==> src/rtl/bidir_shift_receiver.sv <==
// bidir_shift_receiver: serial-to-parallel frame receiver with direction-aware bit placement and a one-entry valid/ready buffer
module bidir_shift_receiver #(
    parameter int n = 4
) (
    input  logic         clk,
    input  logic         reset_n,
    input  logic         SI,
    input  logic         start,
    input  logic         R_L_n,
    input  logic         ready,
    input  logic         clr_ovr,
    output logic [n-1:0] data_out,
    output logic         valid,
    output logic         busy,
    output logic         overrun
);
    localparam int CW = $clog2(n) + 1;
    localparam logic [CW-1:0] LAST = CW'(n - 1);

    typedef enum logic {IDLE, SHIFT} state_t;

    state_t        state, state_nxt;
    logic [n-1:0]  sr, sr_nxt;
    logic [CW-1:0] cnt;
    logic          dir, shift_dir, sample, complete, consume;

    // Next state, shifted word and buffer handshake terms
    always_comb begin
        shift_dir = (state == IDLE) ? R_L_n : dir;
        sample    = (state == SHIFT) | start;
        complete  = (state == SHIFT) && (cnt == LAST);
        consume   = valid & ready;
        sr_nxt    = shift_dir ? {SI, sr[n-1:1]} : {sr[n-2:0], SI};
        state_nxt = (state == IDLE) ? (start ? SHIFT : IDLE) : (complete ? IDLE : SHIFT);
    end

    // State register
    always_ff @(posedge clk or negedge reset_n) begin
        if (!reset_n) state <= IDLE;
        else          state <= state_nxt;
    end

    // Shift register, bit counter and direction latched at frame start
    always_ff @(posedge clk or negedge reset_n) begin
        if (!reset_n) begin
            sr  <= '0;
            cnt <= '0;
            dir <= 1'b1;
        end else if (sample) begin
            sr  <= sr_nxt;
            cnt <= (state == IDLE) ? CW'(1) : cnt + CW'(1);
            if (state == IDLE) dir <= R_L_n;
        end
    end

    // Output buffer: a completed word replaces a consumed or empty slot, otherwise it is dropped and flagged
    always_ff @(posedge clk or negedge reset_n) begin
        if (!reset_n) begin
            data_out <= '0;
            valid    <= 1'b0;
            overrun  <= 1'b0;
        end else begin
            if (complete && (!valid || ready)) begin
                data_out <= sr_nxt;
                valid    <= 1'b1;
            end else if (consume) begin
                valid    <= 1'b0;
            end
            if (complete && valid && !ready) overrun <= 1'b1;
            else if (clr_ovr)                overrun <= 1'b0;
        end
    end

    assign busy = (state == SHIFT);
endmodule

==> config.mk <==
export PLATFORM = sky130hd
export DESIGN_NAME = bidir_shift_receiver
export DESIGN_NICKNAME = d
export VERILOG_FILES = /design/src/rtl/bidir_shift_receiver.sv
export SDC_FILE = /design/constraint.sdc
export NUM_CORES = 1
export LEC_CHECK = 0
export ABC_AREA = 0
export CORE_MARGIN = 2
export CORE_UTILIZATION = 51
export DETAILED_ROUTE_END_ITERATION = 6
export PLACE_DENSITY_LB_ADDON = 0.3
export SYNTH_ARGS = -nofsm -noshare
export SYNTH_HDL_FRONTEND = slang
export SYNTH_SLANG_ARGS = --single-unit
export TNS_END_PERCENT = 20
==> constraint.sdc <==
create_clock -name clk -period 3.6 [get_ports clk]
set_clock_uncertainty 0.2 [all_clocks]
set_input_delay 0.72 -clock clk [delete_from_list [all_inputs] [get_ports clk]]
set_output_delay 0.72 -clock clk [all_outputs]
set_load 0.05 [all_outputs]
## After elaboration in Yosys (flattened, before gate mapping)

Cells that the tools add are included.

- Bits of input ports: 7
- Output and inout bits: 7
- Bits in registers: 15

- Mux-type cells: 10
- Bitwise operators: 2
- Reduce and logical (&&, ||, !) cells: 9
- Add/sub/neg operators: 1
- Equal/unequal tests: 1

Operator list:

| cell | count |
|---|---|
| 2-to-1 mux 1 bit | 8 |
| logical AND 1 bit | 4 |
| 2-to-1 mux 4 bit | 1 |
| nonzero test 2 bit | 2 |
| adder 3 x 1 -> 3 bit, second input constant | 1 |
| == test 3 x 2 -> 1 bit, second input constant | 1 |
| 2-to-1 mux 3 bit | 1 |
| zero test 1 bit | 2 |
| bitwise AND 1 bit | 1 |
| logical OR 1 bit | 1 |
| OR 1 bit | 1 |

## Longest topological paths before layout

- Word-level depth: 5
- Mapped depth: 5
- Gate-level depth less buffers: 5

## Least setup slack after synthesis

OpenSTA, ideal clock, no wires.

- Path kind: register to register
- Start point: reg state (netlist: busy)
- End point: reg data_out[0]
- Arrival time: 1.680 ns
- Cell stages (with the launch flop): 5
- Path slack: 1.595 ns
- Clock period less this slack: 2.005 ns
- Path through: dfrtp_1 > buf_6 > mux2i_4 > mux2_4 > mux2_2

- Longest elaborated chain between the ends: 2

RTL lines:

| item | RTL line | text |
|---|---|---|
| start: declaration | 22 | `state_t state, state_nxt;` |
| start signal: assignment | 40 | `else state <= state_nxt;` |
| 2-to-1 mux 1 bit / logical AND 1 bit (equally long branches) | -- |  |
| 2-to-1 mux 4 bit / logical AND 1 bit (equally long branches) | 33, 63 |  |
| end signal: assignment | 64 | `data_out <= sr_nxt;` |
| end: declaration | 12 | `output logic [n-1:0] data_out,` |

Parallel ways exist; a longest one is shown, timed or not.
A chain may end at the register's enable or synchronous reset.

## Worst setup path in the final report

- Start point: reg state (netlist: busy)
- End point: out busy

RTL lines:

| item | RTL line | text |
|---|---|---|
| end: declaration | 14 | `output logic busy,` |

No word-level cell between the ends.

==> results.toml <==
[layout]
diodes = 0
fin_nets = 76
fillers = 102
area_delta_synth_final_pct = 23.4
drive_gt1_frac = 0.288
final_cell_area_um2 = 846

[cts]
cts_root_buf = "clkbuf_4"
clock_latency_ps = 280
cts_hold_buf = 0
cts.sinks = 15
htreeDepth = 1
clkSlewWorstSetupHoldPaths_ps = 80
cts_resized = 0
clk_path_buf_depth = 2
numCtsBuffers = 3
cts_tree = "done"
post_cts_buffers = 0

[synth]
synth_seq_cells = 15
synthesis.nets = 60
synthCells = 51
synth_area_leader_cell = "dfrtp_1"
yosysUniqueCellTypes = 17
synth_warnings = 0
synth_seq_area_share = 0.549
syn_area_um2 = 686
syn_avg_cell_area_um2 = 13.4
synth_area_leaders = "dfrtp_1 (51%), mux2_2 (15%), mux2_4 (8.8%)"
yosysTopAreaCellShare = 0.511

[sta]
setup_viol = 0
fin_crit_sh = 0.716
rsz0062_at_grt = "false"
whs_ps = 293
relSlewSlack = 0.561
slew_viol_final = 0
setup-tns-final_ps = 0
finalHoldViolCount = 0
min_period_ps = 2580
fmax_mhz = 388
tightest_slew_ps = 656

[power]
power_w = 0.000840
powerDensity_nw_per_um2 = 993
ir_drop_mv = 0.541
p_leak_nw = 0.374

[routing]
firstDrtPassIters = 4
detail_route.wl_per_cell_um = 12.4
wirelength_um = 1000
drt_iter0_drc = 1
routed_via_density = 5.07
ant_nets = 0
vias = 411
route.detailed.drc = 0

[setup_path]
slowest_delay_ps = 870
worstPathArrival_ps = 1660
path_cells = "clkdlybuf4s50_1"
worstSetupStartpoint = "busy"
required_ps = 2680
reg2reg_slack_ps = 1780
ff2ff_path_depth = 3
r2r_start = "busy"
worst-path-stages = 1
r2r-end = "sr[1]"
cp_num_buf_inv = 1
critPathTopFamily = "buffers and inverters"
cp-start-kind = "register"
cp-end-kind = "output port"
crit_type = "register to output port"
crit_end = "busy"
critical_path_peak_fanout = 8
critPathSlowestCell = "clkdlybuf4s50_1"

[floorplan]
die_y_um = 40.7
fp.coreArea_um2 = 1280
die_area_um2 = 1650
pin_count = 14
die_w_um = 40.7
start_util = 0.534
fp-row-count = 13

[grt]
grt_max_degree = 16
first_global_vias = 393
gr-total-overflow = 0
grt_pass1_wl_um = 1660
grtUsageTotal = 0.163
antenna_found_initial = 0

[placement]
dpl_cell_area_um2 = 820
hpwl_um = 744
port_buffers = 13
gp_congestion = 0.617

[run]
drv_cap = 0

[worst_hold_path]
hold_path.class = "register to register"

[outcome]
status = "finished, final reports clean"
==> metrics by stage <==
| step | cells | utilization | setup WS [ps] |
|---|---|---|---|
| after floorplan | 51 | - | 1600 |
| after global routing | 81 | 0.658 | 930 |
| after detailed placement | 77 | 0.638 | 1230 |
| final | 81 | 0.658 | 1020 |
| after CTS | 81 | 0.658 | 1010 |
| after global placement | 77 | 0.638 | 1250 |
==> cell families after synthesis <==
family                   Yosys count  share of synthesized area
flip-flops                        15                      0.549
multiplexers                      14                      0.268
AND/OR/NAND/NOR                    9                     0.0621
buffers and inverters              6                     0.0438
AO/OA/AOI/OAI                      5                     0.0401
adder cells (fa/ha/maj)            2                     0.0365
==> sequential cells by signal (all words and copies together), names as in the netlist <==
name / count
dir: 1
overrun: 1
cnt: 3
sr: 4
data_out: 4
busy: 1
valid: 1
==> power breakdown <==
group / leakage, nW / switching (W) / internal (W)
sequential: 0.180 / 0.0000592 / 0.000253
combinational: 0.180 / 0.000222 / 0.000212
clock: 0.0150 / 0.0000509 / 0.0000429
==> synth_stat cells <==
cell type and instances:
a21oi_1 1, buf_6 1, clkbuf_1 1, dfrtp_1 14
dfstp_2 1, ha_1 2, inv_1 4, mux2_2 9
mux2_4 4, mux2i_4 1, nand2_1 5, nand2b_1 1
nor2b_1 1, nor3_1 1, o21ai_0 2, o22ai_1 2
or2_2 1
==> per-layer routing <==
metal / global-route usage / vias up / part of all wire
met5: 0 / - / 0
met4: 0.125 / 0 / 0.012
met3: 0.0326 / 2 / 0.042
met2: 0.254 / 8 / 0.45
met1: 0.196 / 199 / 0.50
li1: - / 202 / -
==> area by class of cell <==
cell class                      instances  area, µm²  area share
Multi-Input combinational cell         30        279       0.330
Sequential cell                        15        377       0.445
Timing Repair Buffer                   13        130       0.154
Tap cell                               15       18.8      0.0222
Clock buffer                            4       26.3      0.0311
Inverter                                4       15.0      0.0178
==> worst min path at each step <==
stage	startpoint	to	slack (ps)	cells past startpoint
floorplan	reset_n	busy	220	0
finish	cnt[0]	cnt[0]	290	1
global route	cnt[0]	cnt[0]	330	1
CTS	cnt[0]	cnt[0]	290	1
detailed placement	cnt[0]	cnt[0]	280	1
global placement	cnt[0]	cnt[0]	270	1
==> placed cells by master (no fill, tap or decap), types with 2 or more instances in the layout <==
cell type         n
clkbuf_4          3
clkdlybuf4s50_1  13
dfrtp_1          14
ha_1              2
inv_1             4
mux2_2            9
mux2_4            4
nand2_1           5
o21ai_0           2
o22ai_1           2
==> worst register-to-register path, delay by kind of cell (launching register included) <==
family | cells | cell delay [ps]
mux | 3 | 990
flops | 1 | 520
Note: power is estimated with default switching activity, not from simulation.
